[config.mk]
export PLATFORM = sky130hd
export DESIGN_NAME = signed_divider_32bit_seq
export DESIGN_NICKNAME = d
export VERILOG_FILES = /design/src/rtl/div_pkg.sv /design/src/rtl/div_nr_step.sv /design/src/rtl/signed_divider_32bit_seq.sv
export SDC_FILE = /design/constraint.sdc
export NUM_CORES = 1
export LEC_CHECK = 0
export BUFFER_PORTS_ARGS = -buffer_cell sky130_fd_sc_hd__buf_2
export CAP_MARGIN = 20
export CORE_UTILIZATION = 59
export DETAILED_ROUTE_END_ITERATION = 8
export HOLD_SLACK_MARGIN = 0.06
export PLACE_DENSITY_LB_ADDON = 0.12
export SLEW_MARGIN = 25
export SYNTH_ARGS = -nofsm -noshare
export SYNTH_HDL_FRONTEND = slang
export SYNTH_SLANG_ARGS = --single-unit
[constraint.sdc]
create_clock -name clk -period 8.5 [get_ports clk]
set_input_delay 1.275 -clock clk [delete_from_list [all_inputs] [get_ports clk]]
set_output_delay 1.275 -clock clk [all_outputs]
set_load 0.05 [all_outputs]
[src/rtl/div_pkg.sv]
// -----------------------------------------------------------------------------
// div_pkg
// Shared definitions for the sequential signed divider:
//   DIV_W      - operand / result width (32)
//   CNT_W      - iteration counter width (5)
//   CNT_LAST   - counter value of the last CALC iteration
//   div_state_t- FSM state enumeration (IDLE, CALC, FIX, DONE)
//   f_mag      - two's-complement magnitude (|-2^31| = 0x80000000 unsigned)
//   f_cond_neg - conditional two's-complement negation
// -----------------------------------------------------------------------------
package div_pkg;

    localparam int DIV_W = 32;
    localparam int CNT_W = 5;

    localparam logic [CNT_W-1:0] CNT_LAST = 5'd31;

    typedef enum logic [1:0] {
        IDLE = 2'd0,
        CALC = 2'd1,
        FIX  = 2'd2,
        DONE = 2'd3
    } div_state_t;

    // Magnitude of a signed value; the most negative value maps onto itself,
    // which read as unsigned is exactly 2^31.
    function automatic logic [DIV_W-1:0] f_mag(input logic [DIV_W-1:0] v);
        f_mag = v[DIV_W-1] ? (~v + 32'd1) : v;
    endfunction

    function automatic logic [DIV_W-1:0] f_cond_neg(input logic [DIV_W-1:0] v,
                                                     input logic           neg);
        f_cond_neg = neg ? (~v + 32'd1) : v;
    endfunction

endpackage

[src/rtl/div_nr_step.sv]
// -----------------------------------------------------------------------------
// div_nr_step
// One combinational radix-2 non-restoring division iteration.
//   i_rem  [DIV_W:0]   - signed partial remainder (one guard bit)
//   i_quo  [DIV_W-1:0] - dividend bits still to shift in / quotient bits so far
//   i_dmag [DIV_W-1:0] - divisor magnitude
//   o_rem  [DIV_W:0]   - next partial remainder
//   o_quo  [DIV_W-1:0] - next quotient/dividend shift register
// -----------------------------------------------------------------------------
module div_nr_step
    import div_pkg::*;
(
    input  logic [DIV_W:0]   i_rem,
    input  logic [DIV_W-1:0] i_quo,
    input  logic [DIV_W-1:0] i_dmag,
    output logic [DIV_W:0]   o_rem,
    output logic [DIV_W-1:0] o_quo
);

    logic [DIV_W:0] w_rem_sh;
    logic [DIV_W:0] w_dext;

    assign w_rem_sh = {i_rem[DIV_W-1:0], i_quo[DIV_W-1]};
    assign w_dext   = {1'b0, i_dmag};

    // A negative remainder is repaired lazily by adding on the next step
    // instead of restoring; the quotient bit is 1 when the result is >= 0.
    assign o_rem = i_rem[DIV_W] ? (w_rem_sh + w_dext) : (w_rem_sh - w_dext);
    assign o_quo = {i_quo[DIV_W-2:0], ~o_rem[DIV_W]};

endmodule

[src/rtl/signed_divider_32bit_seq.sv]
// -----------------------------------------------------------------------------
// signed_divider_32bit_seq
// Sequential 32-bit signed divider (truncation toward zero), one
// non-restoring iteration per cycle, valid/ready on both sides.
//   clk, rst            - clock (rising edge), asynchronous active-high reset
//   in_valid / in_ready - operand handshake (in_ready only in IDLE)
//   dividend, divisor   - signed two's-complement operands
//   out_valid/out_ready - result handshake
//   quotient_o, remainder_o, div_by_zero_o - result, held stable in DONE
// Divide by zero gives quotient 0xFFFFFFFF and remainder = dividend;
// 0x80000000 / -1 gives quotient 0x80000000, remainder 0.
// Optional macro DIV_BYPASS_EN: those special operands jump from IDLE
// straight to FIX (result 2 cycles after the handshake instead of 34).
// -----------------------------------------------------------------------------
module signed_divider_32bit_seq
    import div_pkg::*;
(
    input  logic             clk,
    input  logic             rst,
    input  logic             in_valid,
    output logic             in_ready,
    input  logic [DIV_W-1:0] dividend,
    input  logic [DIV_W-1:0] divisor,
    output logic             out_valid,
    input  logic             out_ready,
    output logic [DIV_W-1:0] quotient_o,
    output logic [DIV_W-1:0] remainder_o,
    output logic             div_by_zero_o
);

    div_state_t       r_state;
    div_state_t       w_state_nxt;
    logic [CNT_W-1:0] r_cnt;
    logic [DIV_W:0]   r_rem;
    logic [DIV_W-1:0] r_quo;
    logic [DIV_W-1:0] r_dmag;
    logic [DIV_W-1:0] r_dividend;
    logic             r_sd;
    logic             r_dz;
    logic             r_ovf;
    logic             r_out_valid;
    logic [DIV_W-1:0] r_q_out;
    logic [DIV_W-1:0] r_r_out;
    logic             r_dz_out;

    logic [DIV_W:0]   w_step_rem;
    logic [DIV_W-1:0] w_step_quo;
    logic             w_in_dz;
    logic             w_in_ovf;
    logic             w_bypass;
    logic [DIV_W-1:0] w_rem_lo;
    logic [DIV_W-1:0] w_q_fix;
    logic [DIV_W-1:0] w_r_fix;
    logic             w_dz_fix;

    assign w_in_dz  = (divisor == 32'h0000_0000);
    assign w_in_ovf = (dividend == 32'h8000_0000) && (divisor == 32'hFFFF_FFFF);

`ifdef DIV_BYPASS_EN
    assign w_bypass = w_in_dz | w_in_ovf;
`else
    assign w_bypass = 1'b0;
`endif

    div_nr_step u_step (
        .i_rem  (r_rem),
        .i_quo  (r_quo),
        .i_dmag (r_dmag),
        .o_rem  (w_step_rem),
        .o_quo  (w_step_quo)
    );

    // Next-state logic of the IDLE/CALC/FIX/DONE controller.
    always_comb begin
        w_state_nxt = r_state;
        case (r_state)
            IDLE: begin
                if (in_valid) begin
                    w_state_nxt = w_bypass ? FIX : CALC;
                end else begin
                    w_state_nxt = IDLE;
                end
            end
            CALC: begin
                if (r_cnt == CNT_LAST) begin
                    w_state_nxt = FIX;
                end else begin
                    w_state_nxt = CALC;
                end
            end
            FIX: begin
                w_state_nxt = DONE;
            end
            DONE: begin
                if (out_ready) begin
                    w_state_nxt = IDLE;
                end else begin
                    w_state_nxt = DONE;
                end
            end
            default: begin
                w_state_nxt = IDLE;
            end
        endcase
    end

    // Final correction and sign application. The corrected remainder is
    // below the divisor magnitude, so the low 32 bits hold it exactly.
    always_comb begin
        w_rem_lo = r_rem[DIV_W] ? (r_rem[DIV_W-1:0] + r_dmag) : r_rem[DIV_W-1:0];
        if (r_dz) begin
            w_q_fix  = 32'hFFFF_FFFF;
            w_r_fix  = r_dividend;
            w_dz_fix = 1'b1;
        end else if (r_ovf) begin
            w_q_fix  = 32'h8000_0000;
            w_r_fix  = 32'h0000_0000;
            w_dz_fix = 1'b0;
        end else begin
            w_q_fix  = f_cond_neg(r_quo, r_dividend[DIV_W-1] ^ r_sd);
            w_r_fix  = f_cond_neg(w_rem_lo, r_dividend[DIV_W-1]);
            w_dz_fix = 1'b0;
        end
    end

    // State register, operand capture and iteration datapath.
    always_ff @(posedge clk or posedge rst) begin
        if (rst) begin
            r_state    <= IDLE;
            r_cnt      <= 5'd0;
            r_rem      <= 33'd0;
            r_quo      <= 32'd0;
            r_dmag     <= 32'd0;
            r_dividend <= 32'd0;
            r_sd       <= 1'b0;
            r_dz       <= 1'b0;
            r_ovf      <= 1'b0;
        end else begin
            r_state <= w_state_nxt;
            case (r_state)
                IDLE: begin
                    if (in_valid) begin
                        r_cnt      <= 5'd0;
                        r_rem      <= 33'd0;
                        r_quo      <= f_mag(dividend);
                        r_dmag     <= f_mag(divisor);
                        r_dividend <= dividend;
                        r_sd       <= divisor[DIV_W-1];
                        r_dz       <= w_in_dz;
                        r_ovf      <= w_in_ovf;
                    end
                end
                CALC: begin
                    r_rem <= w_step_rem;
                    r_quo <= w_step_quo;
                    r_cnt <= r_cnt + 5'd1;
                end
                default: begin
                end
            endcase
        end
    end

    // Result registers: loaded in FIX, held through DONE until accepted.
    always_ff @(posedge clk or posedge rst) begin
        if (rst) begin
            r_out_valid <= 1'b0;
            r_q_out     <= 32'd0;
            r_r_out     <= 32'd0;
            r_dz_out    <= 1'b0;
        end else begin
            case (r_state)
                FIX: begin
                    r_out_valid <= 1'b1;
                    r_q_out     <= w_q_fix;
                    r_r_out     <= w_r_fix;
                    r_dz_out    <= w_dz_fix;
                end
                DONE: begin
                    if (out_ready) begin
                        r_out_valid <= 1'b0;
                    end
                end
                default: begin
                end
            endcase
        end
    end

    assign in_ready      = (r_state == IDLE);
    assign out_valid     = r_out_valid;
    assign quotient_o    = r_q_out;
    assign remainder_o   = r_r_out;
    assign div_by_zero_o = r_dz_out;

endmodule

# Yosys cells after proc, flatten, opt, wreduce, memory -nomap -nowiden
# Cells that the tools add are included.
dict set report totals {
  register_bits 205
  in_bits 68
}
dict set report op_classes {
  addsub 8
  n_eq_ne 8
  n_mux 23
  bitwise_logic 6
  n_reduce_logical 8
}
# operator count
set ops {}
lappend ops {{$mux W32} 10}
lappend ops {{$add A32 B1 Y32 const B} 4}
lappend ops {{$not A32 Y32} 4}
lappend ops {{$mux W33} 2}
lappend ops {{$pmux W33 S2} 1}
lappend ops {{$eq A32 B32 Y1 const B} 2}
lappend ops {{$pmux W32 S2} 1}
lappend ops {{$add A33 B32 Y33} 1}
lappend ops {{$sub A33 B32 Y33} 1}
lappend ops {{$add A32 B32 Y32} 1}
lappend ops {{$logic_not A32 Y1} 1}
lappend ops {{$pmux W5 S2} 1}
lappend ops {{$pmux W2 S4} 1}
lappend ops {{$reduce_and A2 Y1} 3}
lappend ops {{$add A5 B1 Y5 const B} 1}
lappend ops {{$eq A5 B5 Y1 const B} 1}
lappend ops {{$mux W5} 1}
lappend ops {{$eq A2 B2 Y1 const B} 2}
lappend ops {{$mux W2} 2}
lappend ops {{$ne A2 B2 Y1 const B} 2}
lappend ops {{$reduce_bool A2 Y1} 2}
lappend ops {{$mux W1} 3}
lappend ops {{$eq A2 B1 Y1 const B} 1}
lappend ops {{$logic_not A2 Y1} 1}
lappend ops {{4 further kinds} 4}

# Depth between registers and ports, before layout
# Gate-level depths: netlist (run 1).
dict set report logic_depth {
  ltp_word 7
  mapped_depth 20
  ltp_nobuf 19
}

# Hierarchy
# Synthesis (run 1) repeated with hierarchy kept, for this count alone.
dict set report hier_totals {
  cells_unflattened 1987
  area_unflattened_um2 15835.2
}
# mod n_inst cells_each area_per_inst_um2 seq_area_each_um2
set by_module_without_submodules {}
lappend by_module_without_submodules {signed_divider_32bit_seq 1 1598 13072.5 5129.9}
lappend by_module_without_submodules {div_nr_step 1 389 2762.6 0.0}

# Least setup slack after synthesis (run 1)
# Ideal clock, no wire load.
dict set report synth_timing {
  kind {register to register}
  start {register r_rem[32]}
  end {register r_quo[0]}
  setup_time_ns 0.136
  arrival_time_ns 5.136
  required_time_ns 8.364
  slack_ns 3.228
  path_stages_with_launch 20
  n_path_buf 6
  period_less_slack_ns 5.272
  path_cell_list {dfrtp_1 clkbuf_1 clkbuf_1 buf_1 buf_1 buf_1 clkbuf_1 a21oi_1 xor2_1 ha_1 o21ai_0 nand2b_1 a221oi_1 o21ai_0 or3_1 o21a_1 a221o_1 a221o_1 o311ai_1 a21oi_1}
}
dict set report synth_between {
  elab_chain_cells 3
}
# element line
set synth_rtl {}
lappend synth_rtl {{start, declared} signed_divider_32bit_seq.sv:34} ;# logic [DIV_W:0] r_rem;
lappend synth_rtl {{start signal, assigned} signed_divider_32bit_seq.sv:154} ;# r_rem <= w_step_rem;
lappend synth_rtl {{$mux W33} div_nr_step.sv:28} ;# assign o_rem = i_rem[DIV_W] ? (w_rem_sh + w_dext) : (w_rem_sh - w_dext);
lappend synth_rtl {{$not A1 Y1} div_nr_step.sv:29} ;# assign o_quo = {i_quo[DIV_W-2:0], ~o_rem[DIV_W]};
lappend synth_rtl {{$pmux W32 S2} signed_divider_32bit_seq.sv:140} ;# case (r_state)
lappend synth_rtl {{end signal, assigned} signed_divider_32bit_seq.sv:145} ;# r_quo <= f_mag(dividend);
lappend synth_rtl {{end signal, assigned} signed_divider_32bit_seq.sv:155} ;# r_quo <= w_step_quo;
lappend synth_rtl {{end, declared} signed_divider_32bit_seq.sv:35} ;# logic [DIV_W-1:0] r_quo;
# No other way between the ends.
# A chain may end at the register's enable or synchronous reset.

# Worst setup path after layout (run 1)
dict set report layout_timing {
  start {register r_dmag[0]}
  end {register r_quo[0]}
}
dict set report layout_between {
  elab_chain_cells 4
  word_cells_on_any_way 5
  cone_classes {add/sub (2); mux (2); bitwise (1)}
}
# element line
set layout_rtl {}
lappend layout_rtl {{start, declared} signed_divider_32bit_seq.sv:36} ;# logic [DIV_W-1:0] r_dmag;
lappend layout_rtl {{start signal, assigned} signed_divider_32bit_seq.sv:146} ;# r_dmag <= f_mag(divisor);
lappend layout_rtl {{$sub A33 B32 Y33 or $add A33 B32 Y33 (tied branches)} div_nr_step.sv:28}
lappend layout_rtl {{$mux W33 *} div_nr_step.sv:28}
lappend layout_rtl {{$not A1 Y1 *} div_nr_step.sv:29}
lappend layout_rtl {{$pmux W32 S2 *} signed_divider_32bit_seq.sv:140}
# Mark *: on every way between the ends. The rest lies on a longest branch, timed or not.

==> flow_summary.yaml, run 1 <==
worst_setup_path:
  timing.reg2reg.worst_path_depth: 17
  timing.critical_path.to_type: "flop"
  worst_ep_arrival_time_ps: 5710
  reg2reg_slack_ps: 3180
  crit-reg2reg-capture: "r_quo[0]$_DFFE_PP0P_"
  critPathMaxFanout: 5
  setup.worst_path.start_class: "flop"
  rr_startpoint: "r_dmag[0]$_DFFE_PP0P_"
  timing_worst_setup_path_type: "flop to flop"
  cp_data_required_time_ps: 8890
place:
  gp_congestion: 0.9364
  io_buffers: 134
  detailedPlacementHpwl_um: 31430
global_route:
  antenna_violations_before_repair: 2
  grt_max_degree: 98
  globalRouteOverflowTotal: 0
  grt_pass1_wl_um: 69160
  grt_pass1_vias: 13330
  grt_util_all_layers: 0.3269
clocking:
  cts_root_buf: "clkbuf_16"
  clock-sinks: 205
  post-cts-setup-buffer-count: 0
  cts_htree_levels: 1
  cts_hold_buf: 0
  clkSlewWorstSetupHoldPaths_ps: 60
  tritoncts_clock_tree: "done"
  maximum_clock_path_buffer_count: 3
  cts.repair.resized: 0
  tritoncts.num_buffers: 23
  clock_insertion_delay_at_the_later_pin_of_the_skew_report_ps: 520
detailed_routing:
  average_wire_per_cell_in_the_routed_design_um: 19.00
  wirelength_um: 42860
  detailed_route_vias_per_instance: 6.238
  drt_iter0_drc: 1233
  dr_total_vias: 14070
  antenna_left: 0
  detail_route.drc_violations: 0
  drt-pass1-iter-count: 5
synth:
  synth_compound_gate_area_share: 0.2357
  postSynthNetCount: 1984
  synthesis.area_mm2: 0.01514
  synth_fa_ha_area_frac: 0.06133
  avgSynthCellArea_um2: 8.214
  postSynth.topFlopCell: "dfrtp_1"
  synth_xor_area_frac: 0.1140
  synth-seq-cells: 205
  synth_top_family_by_area: "compound AO/OA/AOI/OAI gates"
  seq_area_frac_synth: 0.3389
  synth-edff-count: 0
  synth-warning-count: 0
  synthDistinctLibCells: 85
  asyncSetResetFlopFracSynth: 1.000
  mux_share_of_post_synthesis_cell_area: 0.01513
  synth-simple-area-share: 0.1993
  cells_after_synthesis: 1843
timing:
  setup_total_neg_slack_ps: 0
  fin_hold_ws_ps: 469.4
  final_max_slew_viol_count: 0
  setup-violations-final: 0
  clock_skew_ps: 10.01
  timing_worst_slew_pin_value_ps: 951.8
  slew_headroom: 0.3655
  rsz_0062_raised_after_global_routing: "no"
  hold_violations: 0
  finalCriticalPeriod_ps: 5317
  achievable-frequency_mhz: 188.1
  period_utilization: 0.6256
floorplan:
  vertical_extent_of_the_die_um: 162.2
  core_area_mm2: 0.02518
  dieWidth_um: 162.2
  num_rows: 58
  initial_utilization: 0.6012
  pin_count: 135
  die_area_mm2: 0.02630
hold_path:
  hp-start: "quotient_o[3]$_DFFE_PP0P_"
  worstHoldPathType: "flop to flop"
  hold_path_end: "quotient_o[3]$_DFFE_PP0P_"
  worst_hold_path.num_cells: 2
final_layout:
  final_nets: 2053
  post-route-util: 0.6625
  post_route_cells_drive_above_1_share: 0.1184
  syn_to_final_growth_pct: 10.21
run:
  cap_violations: 0
outcome:
  status: "completed"
-- cell usage in the layout, fill, tap and decap left out, types with 16 or more instances in the layout --
cell,Yosys,final
a211oi_1,16,16
a21o_1,19,19
a21oi_1,117,117
a22oi_1,31,31
buf_2,6,134
buf_4,0,16
clkbuf_16,0,23
dfrtp_1,205,203
ha_1,71,71
inv_1,33,32
mux2i_1,17,17
nand2_1,280,279
nand2b_1,22,21
nand3_1,33,33
nand4_1,21,21
nor2_1,141,140
nor3_1,39,39
nor4_1,21,21
o21ai_0,182,182
o21ai_1,16,16
o22a_1,23,23
o22ai_1,21,21
o31ai_1,27,27
or3_1,17,17
or4_1,18,18
xnor2_1,66,65
xor2_1,131,131
-- layer usage --
metal,part of all wire,up-vias,GRT usage
li1,-,6772,-
met1,0.43,6716,0.4385
met2,0.47,501,0.5482
met3,0.069,82,0.04239
met4,0.028,2,0.1012
met5,0.00030,-,0
-- sequential cells by signal (all words and copies together), names as in the netlist, 2 cells and up --
register,count
r_rem,33
r_state,2
r_dmag,32
r_quo,32
r_cnt,5
remainder_o,32
quotient_o,32
r_dividend,32
-- kinds of logic after synthesis --
logic type,after synthesis
buffers and inverters,140
AOI/OAI and AO/OA,557
DFF,205
and+or+nand+nor,649
muxes,22
xor gates and xnor gates,197
adders and majority gates,73
-- worst max path at each step --
| stage | start | end | cells after the start |
|---|---|---|---|
| floorplan | rst | div_by_zero_o$_DFFE_PP0P_ | 1 |
| global placement | r_dmag[1]$_DFFE_PP0P_ | r_quo[0]$_DFFE_PP0P_ | 17 |
| detailed placement | r_dmag[1]$_DFFE_PP0P_ | r_quo[0]$_DFFE_PP0P_ | 17 |
| CTS | r_dmag[1]$_DFFE_PP0P_ | r_quo[0]$_DFFE_PP0P_ | 17 |
| global route | r_dmag[0]$_DFFE_PP0P_ | r_quo[0]$_DFFE_PP0P_ | 17 |
| finish | r_dmag[0]$_DFFE_PP0P_ | r_quo[0]$_DFFE_PP0P_ | 17 |
-- area by class of cell --
class,count,area (um2)
antenna,1,2.502
clock buffer,32,639.4
clock inverter,6,61.31
fill,2154,8498
inverter,34,135.1
multi-input combinational,1498,9509
sequential,205,5132
tap,330,412.9
timing repair buffer,150,790.8
-- through the flow --
stage	area [um2]	worst slack [ps]	std cells
2_1_floorplan	15140	1629	1843
3_3_place_gp	15970	3241	2217
4_1_cts	16670	3201	2255
5_1_grt	16680	2793	2255
6_report	16680	3183	2256
3_5_place_dp	15970	3230	2217
-- cells in the mapped netlist, drive strengths merged (19+ instances only) --
master  count  area [um2]
nand2b     23       151.4
buf        21       93.84
o22ai      21       131.4
xnor2      66       578.1
clkbuf     85       319.1
ha         71       888.4
dfrtp     205        5130
xor2      131        1147
a21o       19       142.6
o31ai      29       227.7
inv        33       123.9
nand3      34       175.2
o22a       23       201.4
nand2     280        1051
nor3       40       205.2
a21oi     120       619.3
or4        19       146.4
nand4      21       131.4
nor2      141       529.3
nor4       22       143.9
o21ai     200        1008
a22oi      31       232.7
-- worst max-delay path: stages, from the launching register on --
cell      delay (ps)
dfrtp_1          440
inv_1            110
ha_1             170
or3b_2           480
nor4b_1          750
a21oi_1          180
xor2_1           180
ha_1             330
o21ai_0          160
nand2b_1         100
a221oi_1         280
o21ai_0          170
or3_1            380
o21a_1           250
a221o_1          400
a221o_1          370
o311ai_1         360
a21oi_1           70
Power of run 1 is not shown: default switching activity piles up to over one toggle a cycle in this logic, so the estimate is an artifact.
==> inputs of run 2 (changes only) <==
- CORE_UTILIZATION: 59 -> 55
- clock period: 8.5 -> 4.8 ns (I/O delays scaled with it)
==> run 2 against run 1 <==
Final area up 1.8%. Count of clock-buffer cells in the layout up 4. Critical path type unchanged. Die area up 7.2%. First-iteration DRC count up 1.7%. Hold slack worse by 350 ps. Worst setup slack worse by 2900 ps. Non-clock buffer count up 13. Highest routed layer is now met4.
==> flow_summary.yaml, run 2 (synthesis gave the netlist of run 1 again) <==
outcome:
  status: "completed"
timing:
  final_max_slew_viol_count: 0
  achievable-frequency_mhz: 223.3
  clock_skew_ps: 19.73
  period_utilization: 0.9332
  timing_worst_slew_pin_value_ps: 994.3
  rsz_0062_raised_after_global_routing: "no"
  finalCriticalPeriod_ps: 4479
  worst_slack_ps: 320.9
  hold_violations: 0
  slew_headroom: 0.3355
  setup-violations-final: 0
final_layout:
  final.fill_count: 2408
  post_route_cells_drive_above_1_share: 0.1321
  largest_register: "r_rem"
  most-common-layout-cells: "nand2_1 (279), dfrtp_1 (203), o21ai_0 (181), nor2_1 (140), buf_2 (134)"
  number_of_diodes_added_for_antenna_fixing: 0
  syn_to_final_growth_pct: 12.18
  final_nets: 2068
  post-route-util: 0.6301
  layout.cells.most_common: "nand2_1"
  largest_register_ffs: 33
  multiInputGateArea_mm2: 0.009547
  regArea_mm2: 0.005132
worst_setup_path:
  worst_ep_arrival_time_ps: 4920
  critPathMaxFanout: 4
  setup.worst_path.start_class: "flop"
  timing.critical_path.to_type: "flop"
  cp_data_required_time_ps: 5240
  timing_worst_setup_path_type: "flop to flop"
place:
  pre_cts_ws_ps: -5.860
  detailedPlacementHpwl_um: 33360
  gp_congestion: 0.9257
  io_buffers: 134
clocking:
  clock_insertion_delay_at_the_later_pin_of_the_skew_report_ps: 550
  maximum_clock_path_buffer_count: 3
  clock-sinks: 205
  cts_htree_levels: 1
  clkSlewWorstSetupHoldPaths_ps: 60
  cts_root_buf: "clkbuf_16"
  tritoncts.num_buffers: 25
  tritoncts_clock_tree: "done"
floorplan:
  core_area_mm2: 0.02695
  pin_count: 135
  vertical_extent_of_the_die_um: 167.9
  num_rows: 60
  initial_utilization: 0.5617
  die_area_mm2: 0.02819
  dieWidth_um: 167.9
hold_path:
  worstHoldPathType: "input port to asynchronous set/reset pin"
detailed_routing:
  average_wire_per_cell_in_the_routed_design_um: 19.46
  wirelength_um: 44500
  dr_total_vias: 14140
  detailed_route_vias_per_instance: 6.182
  antenna_left: 0
  detail_route.drc_violations: 0
  drt-pass1-iter-count: 5
  drt_iter0_drc: 1254
global_route:
  grt_pass1_vias: 13300
  grt_util_met1: 0.4421
  grtUsageMet2: 0.5143
  grt_most_used_layer: "met2"
  grt_util_all_layers: 0.3177
  grt_max_degree: 98
  grt_pass1_wl_um: 71700
  use_met3: 0.03926
  antenna_violations_before_repair: 0
  globalRouteOverflowTotal: 0
run:
  cap_violations: 0
## run 2: changes by cell type in the layout (fill, tap and decap cells not counted), moves of 2 or more
cell        previous run  this run
clkbuf_8               3         7
clkbuf_1               6         4
clkinv_2               3         6
clkinvlp_4             1         3
buf_12                 0         2
clkbuf_16             23        25
buf_4                 16        27
## run 2: layer usage
metal	part of all wire	wire, um
met4	0.033	1455
met2	0.46	20380
met3	0.057	2556
met1	0.45	20110
met5	0	0
## run 2: final timing paths
check                                 startpoint                    endpoint  slack, ps  depth (start not counted)
min reg2reg                out_valid$_DFFE_PP0P_       out_valid$_DFFE_PP0P_        470                          2
max in group asynchronous                    rst  r_dividend[21]$_DFFE_PP0P_       3630                          4
min in group clk                       out_ready        r_state[1]$_DFF_PP0_        390                          2
max                        r_dmag[0]$_DFFE_PP0P_       r_rem[32]$_DFFE_PP0P_        320                         19
min                                          rst        r_rem[6]$_DFFE_PP0P_        120                          2
max reg2reg                r_dmag[0]$_DFFE_PP0P_       r_rem[32]$_DFFE_PP0P_        320                         19
## run 2: through the flow
| stage | cells | hold WS (ps) | cell area [um2] | TNS, ps |
|---|---|---|---|---|
| floorplan | 1843 | 445.7 | 15150 | 0 |
| global placement | 2240 | 453.2 | 16080 | 0 |
| detailed placement | 2240 | 459.1 | 16080 | -5.860 |
| CTS | 2286 | 378.4 | 16920 | 0 |
| global route | 2287 | 128.8 | 16980 | 0 |
| finish | 2287 | 122.2 | 16980 | 0 |
## run 2: cell type report
| type | instances | area share |
|---|---|---|
| Multi-Input combinational cell | 1498 | 0.5621 |
| Sequential cell | 205 | 0.3022 |
| Timing Repair Buffer | 163 | 0.05378 |
| Clock buffer | 36 | 0.04340 |
| Tap cell | 341 | 0.02512 |
| Inverter | 34 | 0.007736 |
| Clock inverter | 10 | 0.005599 |
## run 2: timing repair
| action | CTS | global route |
|---|---|---|
| setup buffers | 0 | 0 |
| gates resized for setup | 1 | 6 |
| pin swaps | 0 | 3 |
| hold buffers | 0 | 0 |
| setup endpoints to repair | 2 | 3 |
## run 2: critical path, stage by stage, from the launching register on
cell and delay (ps):
dfrtp_1 380, inv_1 80, ha_1 170, or3b_4 410, nor4b_2 250, buf_4 170, a21oi_1 70, xor2_1 160
ha_1 310, o21ai_0 160, nand2b_1 120, a221oi_2 250, o21ai_1 110, or3_1 350, o21a_1 220, a221o_1 360
a221o_1 360, nand4_1 140, o311ai_2 130, a21o_1 180
Power of run 2 is left out for the same reason.
